## config.mk

```make
export PLATFORM = sky130hd
export DESIGN_NAME = regfile_bank_flat
export DESIGN_NICKNAME = d
export VERILOG_FILES = /design/src/rtl/regfile_pkg.sv /design/src/rtl/regfile_if.sv /design/src/rtl/regfile_rd_port.sv /design/src/rtl/regfile_bank.sv /design/src/flat_wrapper.sv
export SDC_FILE = /design/constraint.sdc
export NUM_CORES = 1
export LEC_CHECK = 0
export ABC_AREA = 1
export CAP_MARGIN = 20
export CORE_MARGIN = 2
export CORE_UTILIZATION = 40
export DETAILED_ROUTE_END_ITERATION = 8
export GPL_ROUTABILITY_DRIVEN = 0
export GPL_TIMING_DRIVEN = 0
export PLACE_DENSITY = 0.63
export SLEW_MARGIN = 15
export SYNTH_ARGS = -nofsm -noshare
export SYNTH_HDL_FRONTEND = slang
export SYNTH_SLANG_ARGS = --single-unit
```

## constraint.sdc

```tcl
create_clock -name clk -period 3.6 [get_ports clk]
set_input_delay 0.54 -clock clk [delete_from_list [all_inputs] [get_ports clk]]
set_output_delay 0.54 -clock clk [all_outputs]
set_load 0.05 [all_outputs]
```

## src/rtl/regfile_pkg.sv

```systemverilog
// Shared constants and helpers for the parameterised register bank.
package regfile_pkg;

  localparam int unsigned DEF_WIDTH = 32;
  localparam int unsigned DEF_DEPTH = 16;
  localparam int unsigned ZERO_IDX  = 0;

  // Address width for a bank of the given depth; never narrower than 1 bit.
  function automatic int unsigned addr_width(input int unsigned depth);
    return (depth < 2) ? 1 : $clog2(depth);
  endfunction

endpackage

```

## src/rtl/regfile_if.sv

```systemverilog
// Read/write bus of the register bank: decode drives reads, writeback drives the write port.
interface regfile_if
  import regfile_pkg::*;
#(
  parameter int unsigned WIDTH  = DEF_WIDTH,
  parameter int unsigned DEPTH  = DEF_DEPTH,
  parameter int unsigned NUM_RD = 2
);
  localparam int unsigned AW = addr_width(DEPTH);

  logic                    we;
  logic [AW-1:0]           waddr;
  logic [WIDTH-1:0]        wdata;
  logic [NUM_RD-1:0]       rd_en;
  logic [NUM_RD*AW-1:0]    rd_addr;
  logic [NUM_RD*WIDTH-1:0] rd_data;
  logic [NUM_RD-1:0]       rd_valid;
  logic [NUM_RD-1:0]       rd_err;
  logic                    wr_err;

  modport master (
    output we, waddr, wdata, rd_en, rd_addr,
    input  rd_data, rd_valid, rd_err, wr_err
  );

  modport slave (
    input  we, waddr, wdata, rd_en, rd_addr,
    output rd_data, rd_valid, rd_err, wr_err
  );

endinterface

```

## src/rtl/regfile_rd_port.sv

```systemverilog
// One read port: DEPTH:1 select, range check, zero register, write-first bypass,
// optional output register.
module regfile_rd_port
  import regfile_pkg::*;
#(
  parameter int unsigned WIDTH    = DEF_WIDTH,
  parameter int unsigned DEPTH    = DEF_DEPTH,
  parameter bit          ZERO_REG = 1'b1,
  parameter bit          REG_OUT  = 1'b0,
  localparam int unsigned AW      = addr_width(DEPTH)
) (
  input  logic                   clk,
  input  logic                   rst,
  input  logic                   en,
  input  logic [AW-1:0]          addr,
  input  logic [DEPTH*WIDTH-1:0] mem_flat,
  input  logic                   wr_ok,
  input  logic [AW-1:0]          waddr,
  input  logic [WIDTH-1:0]       wdata,
  output logic [WIDTH-1:0]       data,
  output logic                   valid,
  output logic                   err
);

  localparam logic [AW:0] DEPTH_W = DEPTH[AW:0];

  logic             in_range;
  logic [WIDTH-1:0] sel;
  logic [WIDTH-1:0] raw;
  logic [WIDTH-1:0] g_data;
  logic             g_err;
  logic [WIDTH-1:0] q_data;
  logic             q_err;
  logic             q_valid;

  assign in_range = ({1'b0, addr} < DEPTH_W);

  // Storage select; an out-of-range address matches no entry and yields zero.
  always_comb begin
    sel = '0;
    for (int unsigned i = 0; i < DEPTH; i++) begin
      if (addr == i[AW-1:0]) sel = mem_flat[i*WIDTH +: WIDTH];
    end
  end

  // Raw read value with range, zero-register and bypass priority.
  always_comb begin
    raw = '0;
    if (!in_range) begin
      raw = '0;
    end else if (ZERO_REG && addr == ZERO_IDX[AW-1:0]) begin
      raw = '0;
    end else if (wr_ok && waddr == addr) begin
      raw = wdata;
    end else begin
      raw = sel;
    end
  end

  assign g_data = en ? raw : '0;
  assign g_err  = en && !in_range;

  // Output capture register; only selected onto the outputs when REG_OUT is set.
  always_ff @(posedge clk) begin
    if (rst) begin
      q_data  <= '0;
      q_err   <= 1'b0;
      q_valid <= 1'b0;
    end else begin
      q_data  <= g_data;
      q_err   <= g_err;
      q_valid <= en;
    end
  end

  assign data  = REG_OUT ? q_data  : g_data;
  assign err   = REG_OUT ? q_err   : g_err;
  assign valid = REG_OUT ? q_valid : en;

endmodule

```

## src/rtl/regfile_bank.sv

```systemverilog
// Parameterised register bank: DEPTH x WIDTH storage, one write port,
// NUM_RD read ports with write-first bypass and out-of-range flagging.
module regfile_bank
  import regfile_pkg::*;
#(
  parameter int unsigned WIDTH    = DEF_WIDTH,
  parameter int unsigned DEPTH    = DEF_DEPTH,
  parameter int unsigned NUM_RD   = 2,
  parameter bit          ZERO_REG = 1'b1,
  parameter bit          REG_OUT  = 1'b0
) (
  input logic      clk,
  input logic      rst,
  regfile_if.slave bus
);

  localparam int unsigned AW      = addr_width(DEPTH);
  localparam logic [AW:0] DEPTH_W = DEPTH[AW:0];

  logic [WIDTH-1:0]       mem [DEPTH];
  logic [DEPTH*WIDTH-1:0] mem_flat;
  logic                   wr_in_range;
  logic                   wr_ok;
  logic                   wr_err_q;

  logic [WIDTH-1:0] data_w  [NUM_RD];
  logic             valid_w [NUM_RD];
  logic             err_w   [NUM_RD];

  assign wr_in_range = ({1'b0, bus.waddr} < DEPTH_W);
  assign wr_ok       = bus.we && wr_in_range &&
                       !(ZERO_REG && bus.waddr == ZERO_IDX[AW-1:0]);

  // Storage: per-entry write enables so an illegal address touches nothing.
  always_ff @(posedge clk) begin
    if (rst) begin
      for (int unsigned i = 0; i < DEPTH; i++) mem[i] <= '0;
    end else begin
      for (int unsigned i = 0; i < DEPTH; i++) begin
        if (wr_ok && bus.waddr == i[AW-1:0]) mem[i] <= bus.wdata;
      end
    end
  end

  // Dropped-write flag for the previous cycle.
  always_ff @(posedge clk) begin
    if (rst) wr_err_q <= 1'b0;
    else     wr_err_q <= bus.we && !wr_in_range;
  end

  assign bus.wr_err = wr_err_q;

  // Flatten storage so each read port sees the whole bank.
  always_comb begin
    mem_flat = '0;
    for (int unsigned i = 0; i < DEPTH; i++) mem_flat[i*WIDTH +: WIDTH] = mem[i];
  end

  for (genvar p = 0; p < NUM_RD; p++) begin : g_rd
    regfile_rd_port #(
      .WIDTH    (WIDTH),
      .DEPTH    (DEPTH),
      .ZERO_REG (ZERO_REG),
      .REG_OUT  (REG_OUT)
    ) u_port (
      .clk      (clk),
      .rst      (rst),
      .en       (bus.rd_en[p]),
      .addr     (bus.rd_addr[p*AW +: AW]),
      .mem_flat (mem_flat),
      .wr_ok    (wr_ok),
      .waddr    (bus.waddr),
      .wdata    (bus.wdata),
      .data     (data_w[p]),
      .valid    (valid_w[p]),
      .err      (err_w[p])
    );
  end

  // Pack per-port results onto the bus vectors.
  always_comb begin
    bus.rd_data  = '0;
    bus.rd_valid = '0;
    bus.rd_err   = '0;
    for (int unsigned p = 0; p < NUM_RD; p++) begin
      bus.rd_data[p*WIDTH +: WIDTH] = data_w[p];
      bus.rd_valid[p]               = valid_w[p];
      bus.rd_err[p]                 = err_w[p];
    end
  end

endmodule

```

## src/flat_wrapper.sv

```systemverilog
// flat-port wrapper written by rule: the top's interface ports become plain ports
module regfile_bank_flat import regfile_pkg::*;
#(
  parameter int unsigned WIDTH    = DEF_WIDTH,
  parameter int unsigned DEPTH    = DEF_DEPTH,
  parameter int unsigned NUM_RD   = 2,
  parameter bit          ZERO_REG = 1'b1,
  parameter bit          REG_OUT  = 1'b0
)
  (clk, rst, bus_we, bus_waddr, bus_wdata, bus_rd_en, bus_rd_addr, bus_rd_data, bus_rd_valid, bus_rd_err, bus_wr_err);
  regfile_if #(.WIDTH(WIDTH), .DEPTH(DEPTH), .NUM_RD(NUM_RD)) bus_i ();
  input logic clk;
  input logic rst;
  input wire logic [$bits(bus_i.we)-1:0] bus_we;
  input wire logic [$bits(bus_i.waddr)-1:0] bus_waddr;
  input wire logic [$bits(bus_i.wdata)-1:0] bus_wdata;
  input wire logic [$bits(bus_i.rd_en)-1:0] bus_rd_en;
  input wire logic [$bits(bus_i.rd_addr)-1:0] bus_rd_addr;
  output wire logic [$bits(bus_i.rd_data)-1:0] bus_rd_data;
  output wire logic [$bits(bus_i.rd_valid)-1:0] bus_rd_valid;
  output wire logic [$bits(bus_i.rd_err)-1:0] bus_rd_err;
  output wire logic [$bits(bus_i.wr_err)-1:0] bus_wr_err;
  assign bus_i.we = bus_we;
  assign bus_i.waddr = bus_waddr;
  assign bus_i.wdata = bus_wdata;
  assign bus_i.rd_en = bus_rd_en;
  assign bus_i.rd_addr = bus_rd_addr;
  assign bus_rd_data = bus_i.rd_data;
  assign bus_rd_valid = bus_i.rd_valid;
  assign bus_rd_err = bus_i.rd_err;
  assign bus_wr_err = bus_i.wr_err;
  regfile_bank #(.WIDTH(WIDTH), .DEPTH(DEPTH), .NUM_RD(NUM_RD), .ZERO_REG(ZERO_REG), .REG_OUT(REG_OUT)) u_core (.clk(clk), .rst(rst), .bus(bus_i));
endmodule
```

# ---- Word-level counts from Yosys, hierarchy flattened
# Memories as Yosys holds them, arrays and structs flattened.
# Index checks and enable logic that the tools add are counted.
dict set report totals {
  word_cells 189
  mem_count 1
  ram_bits 512
  out_inout_bits 69
  register_bits 0
  inputBits 49
}
dict set report classes {
  bitwise 16
  eq_ne 47
  n_reduce_logical 23
  n_mux 102
}
# memory depth width rd rd_clocked_by_memory_dff wr line_no
set memory_table {}
lappend memory_table {u_core.mem 16 32 15 0 16 regfile_bank.sv:20} ;# logic [WIDTH-1:0] mem [DEPTH];
# cell count
set op_table {}
lappend op_table {{2-to-1 mux 32 bit} 52}
lappend op_table {{equality test 4 bit, second input constant} 24}
lappend op_table {{2-to-1 mux 1 bit} 50}
lappend op_table {{equality test 4 x 3 -> 1 bit, second input constant} 12}
lappend op_table {{equality test 4 x 2 -> 1 bit, second input constant} 6}
lappend op_table {{logical AND 1 bit} 19}
lappend op_table {{bitwise OR 1 bit} 16}
lappend op_table {{equality test 4 x 1 -> 1 bit, second input constant} 3}
lappend op_table {{zero test 4 bit} 3}
lappend op_table {{equality test 4 bit} 2}
lappend op_table {{zero test 1 bit} 1}

# ---- Logic depth before layout (Yosys ltp)
dict set report logic_depth {
  word_depth 19
  depth_mapped 17
  ltp_nobuf 15
}

# ---- Hierarchy
# From an unflattened synthesis, not the netlist that was laid out.
dict set report unflattened {
  cells_unflattened 3050
  hier_area_um2 26450.4
}
# module cells_each area_per_inst_um2 seq_area_each_um2 instances
set by_module_without_submodules {}
lappend by_module_without_submodules {regfile_bank 954 17269.1 15374.7 1}
lappend by_module_without_submodules {regfile_rd_port 1048 4590.7 0.0 2}

# ---- Worst setup path before layout
# No wires, ideal clock.
dict set report synth_path {
  path_type {input -> register}
  from {input port bus_waddr[2]}
  to {memory u_core.mem[0][128] in the netlist's numbering (enable)}
  required_time_ns 3.134
  slack_ns -0.156
  arrival_ns 3.290
  path_buffers 1
  cell_stages 5
  cell_sequence {clkbuf_2 -> inv_1 -> nor2_1 -> nand2_1 -> o21ai_0}
}
# element line_no
set synth_rtl {}
lappend synth_rtl {{from (decl)} flat_wrapper.sv:15} ;# input wire logic [$bits(bus_i.waddr)-1:0] bus_waddr;
lappend synth_rtl {{to (decl)} regfile_bank.sv:20}

# ---- Final worst setup path
dict set report layout_path {
  from {input port bus_rd_addr[6]}
  to {output port bus_rd_data[47]}
}
dict set report layout_between {
  elab_chain_len 19
  word_cells_on_any_way 36
  classes_between {16 x eq/ne; 18 x mux; 2 x reduce/logical}
}
# element line_no
set layout_lines {}
lappend layout_lines {{from (decl)} flat_wrapper.sv:18} ;# input wire logic [$bits(bus_i.rd_addr)-1:0] bus_rd_addr;
lappend layout_lines {{equality test 4 x 1 -> 1 bit} regfile_rd_port.sv:42} ;# if (addr == i[AW-1:0]) sel = mem_flat[i*WIDTH +: WIDTH];
lappend layout_lines {{2-to-1 mux 32 bit (15 in a row)} regfile_rd_port.sv:42}
lappend layout_lines {{2-to-1 mux 32 bit} regfile_rd_port.sv:53} ;# end else if (wr_ok && waddr == addr) begin
lappend layout_lines {{2-to-1 mux 32 bit *} regfile_rd_port.sv:51} ;# end else if (ZERO_REG && addr == ZERO_IDX[AW-1:0]) begin
lappend layout_lines {{2-to-1 mux 32 bit *} regfile_rd_port.sv:60} ;# assign g_data = en ? raw : '0;
lappend layout_lines {{to (decl)} flat_wrapper.sv:19} ;# output wire logic [$bits(bus_i.rd_data)-1:0] bus_rd_data;
# Mark *: on every way between the ends. The rest lies on a longest branch, timed or not.

==> impl_results.md <==
* Delay of the slowest cell on the worst path at 0.34 ns
* Clock root cell: clkbuf_16
* Launching instance or port of the critical path: bus_rd_addr[6]
* Count of endpoints failing setup in the final report at 2
* Detailed-route vias per instance at 5.49
* Starting utilization of the core area at 0.404
* Max-cap viol count at 0
* PnR worst setup slack at -0.0408 ns
* Number of register bits inferred by synthesis at 480
* Number of max-slew violations in the final report at 0
* Sort of element at the start of the critical path: input pin
* Failing checks: negative setup slack
* Run status: finished, violations left
* Time the worst path needs with I/O delays and setup at 3.64 ns
* Post-layout util at 0.473
* Top cell family by delay on the critical path: simple AND/OR/NAND/NOR gates
* Worst EP required at 3.06 ns
* Category of the worst setup path capture point: output port
* Iteration-0 DRC Markers at 3,270
* Dpl cell area at 0.0275 mm2
* Die width at 254 um
* I/O pin count at 118
* Die extent in y at 254 um
* Arrival time worst endpoint at 3.10 ns
* PortBufs at 105
* Proportion of synthesized flip-flops having asynchronous set or reset at 0
* Maximum number of pins on one net before global-route repair at 33
* Sequential element share of the synthesized area at 0.578
* Leading area contributor after synthesis: edfxtp_1
* Count of different cell masters after synthesis at 32
* Start point of the worst hold path: bus_we
* Total Wirelength at 90,300 um
* Proportion of layout cells with a drive suffix above 1 at 0.102
* Most instantiated flip-flop cell in the synthesis netlist: edfxtp_1
* Worst hold stages at 3
* Share of the clock period used by the worst path at 1.01
* Biggest register: u_core.mem
* Highest clock frequency the design can meet at 275 MHz
* Synth area leaders: edfxtp_1 (58%), nand2_1 (14%), nor2_1 (8.4%), nand4_1 (4.4%), inv_1 (3.4%)
* Count of yosys warnings during synthesis at 0
* Final hold vios at 0
* P_leak at 11.3 nW
* Max stage delay cell, worst path: clkdlybuf4s15_2
* Vias in the first global route at 20,200
* Remaining routing DRC violations at 0
* Kind of critical path: in -> out
* Worst slew margin relative to its limit at 0.317
* Wire length of the first global-routing pass at 129,000 um
* HPWL reported at the end of detailed placement at 66,600 um
* Number of non-filler instances in the completed layout at 4,002
* Post-Synthesis Cells at 2,951
* Slew at the pin with the worst max-slew slack at 1.02 ns
* Global-route total usage across every layer at 0.277
* Mean Syn Cell Area at 8.46 um2
* Standard cell core area at 0.0617 mm2
* Total iterations of the first detailed-routing run at 6
* Mapped cell area at 0.0250 mm2
* Biggest regs: u_core.mem (480)
* Aggregate negative setup slack at -0.0532 ns
* CTS Buffer Depth at 3
* Proportion of netlist area held by the largest area contributor at 0.578
* Amount of wire on met3 after detailed routing at 10,200 um
* Number of placement rows at 91
* RSZ-0062 raised after global routing: true
* Worst-path clk slew at 0.06 ns
* Final Hold Slack at 0.551 ns
* Area occupied by registers at 0.0144 mm2
* Detailed-route wire length per cell at 22.6 um
* Max IR drop VDD at 0.383 mV
* Logic depth of the worst setup path including buffers at 16
* CTS hold repair buffers at 0
* Overall power consumption at 13.7 mW
* Met2 Routed Length at 39,800 um
* Total Nets Final at 3,176
* Hold WC Path Type: in -> reg
* Power Density at 470 mW/mm2
* Deepest level of the CTS H-tree at 2
* Clock tree from TritonCTS: built
* Total instance count after detailed placement at 3,909
* Total number of vias at 22,000
* Area used by multi-input combinational logic at 0.00905 mm2
* Area enclosed by the die boundary at 0.0644 mm2
* Area growth from synthesis to layout at 16.9%
* Highest net fanout along the worst path at 10
* Filler instances at 5,997
* Number of antenna-violating nets in the routed design at 0
* Count of buffering cells on the critical path with inverters included at 5
* Top routing layer in use: met5
* Sum of routed wire segments on met1 at 37,000 um
* Crit-path cells: clkdlybuf4s15_2 > inv_1 > nand2_4 > nor2_4 > buf_4 > buf_4 > nand2_1 > nand2_1 > nand4_1 > nand2_1 > nand4_1 > nor2_1 > nand3_1 > nand2_1 > a21oi_1 > clkdlybuf4s15_2
* Finished layout cell area at 0.0292 mm2
* Number of buffers inserted during clock tree synthesis at 51
* Initial antenna violation count at 3
* Overflow left after global routing at 0
* Clock sink total at 480
* Worst setup slack after placement at -1.17 ns
* Cell type with the highest occurrence count on the critical path: nand2_1
* Number of enable-type register cells in the synthesized netlist at 480
* Largest register FFs at 480
-- power by group --
group          switching [mW]  internal [mW]
combinational            1.49          0.489
clock                    2.27           2.73
sequential              0.171           6.57
-- repair_timing --
item | in CTS | in global routing
resized for setup | 231 | 83
cloned | 0 | 0
hold endpoints to repair | 0 | 0
pin swaps | 2 | 2
setup endpoints to repair | 64 | 61
setup buffers | 2 | 0
-- layout make-up --
type                    count  area share
plain buffers             171      0.0283
diodes                      2    0.000172
inverters                 257      0.0331
multi-input cells        2045       0.310
flip-flops and latches    480       0.494
clock buffers              59      0.0448
clock inverters            30     0.00695
well taps                 837      0.0359
repair buffers            121      0.0468
-- placed cells by master (no fill, tap or decap), drive strengths merged --
cell | Yosys | routed
inv | 236 | 240
diode | 0 | 2
bufinv | 0 | 2
o211ai | 51 | 51
nand2 | 922 | 922
nand4 | 176 | 176
o22ai | 1 | 1
edfxtp | 480 | 480
dlygate4sd2 | 0 | 3
nor2 | 566 | 566
clkdlybuf4s50 | 0 | 36
conb | 1 | 3
a21oi | 95 | 95
o21ai | 131 | 131
clkinv | 21 | 45
clkbuf | 108 | 175
buf | 63 | 94
xor2 | 5 | 5
xnor2 | 2 | 2
nor3 | 26 | 26
o21a | 1 | 1
clkdlybuf4s15 | 0 | 43
nand3 | 40 | 40
nor3b | 2 | 2
or2 | 24 | 24
-- synth_stat cells (all sizes together) (2+ instances only) --
cell type	n
o211ai	51
inv	236
nor3b	2
or2	24
xor2	5
clkbuf	108
nor2	566
nand3	40
xnor2	2
clkinv	21
a21oi	95
edfxtp	480
o21ai	131
buf	63
nand2	922
nor3	26
nand4	176
-- path summary, 6_finish.rpt --
check	end	slack [ns]
setup / recovery	bus_rd_data[47]	-0.04
hold / removal	u_core.mem[0][160]	0.55
-- routing by layer --
metal / up-vias / GRT usage
li1: 10100 / -
met1: 10200 / 0.386
met2: 1402 / 0.428
met3: 232 / 0.0558
met4: 2 / 0.101
met5: - / 0
-- tightest hold or removal path, cell delays in order --
cell,delay [ns]
buf_2,0.14
nand4_1,0.24
nor2_1,0.06
-- cell families (layout without fill, tap and decap cells) --
family                    Yosys count  in the layout  synth area share
AOI/OAI and AO/OA                 279            279            0.0612
buffers and inverters             428            638            0.0692
other                               1              5          0.000150
DFF                               480            480             0.578
xor gates and xnor gates            7              7           0.00246
and+or+nand+nor                  1756           1756             0.289
(Power assumes the default switching activity.)
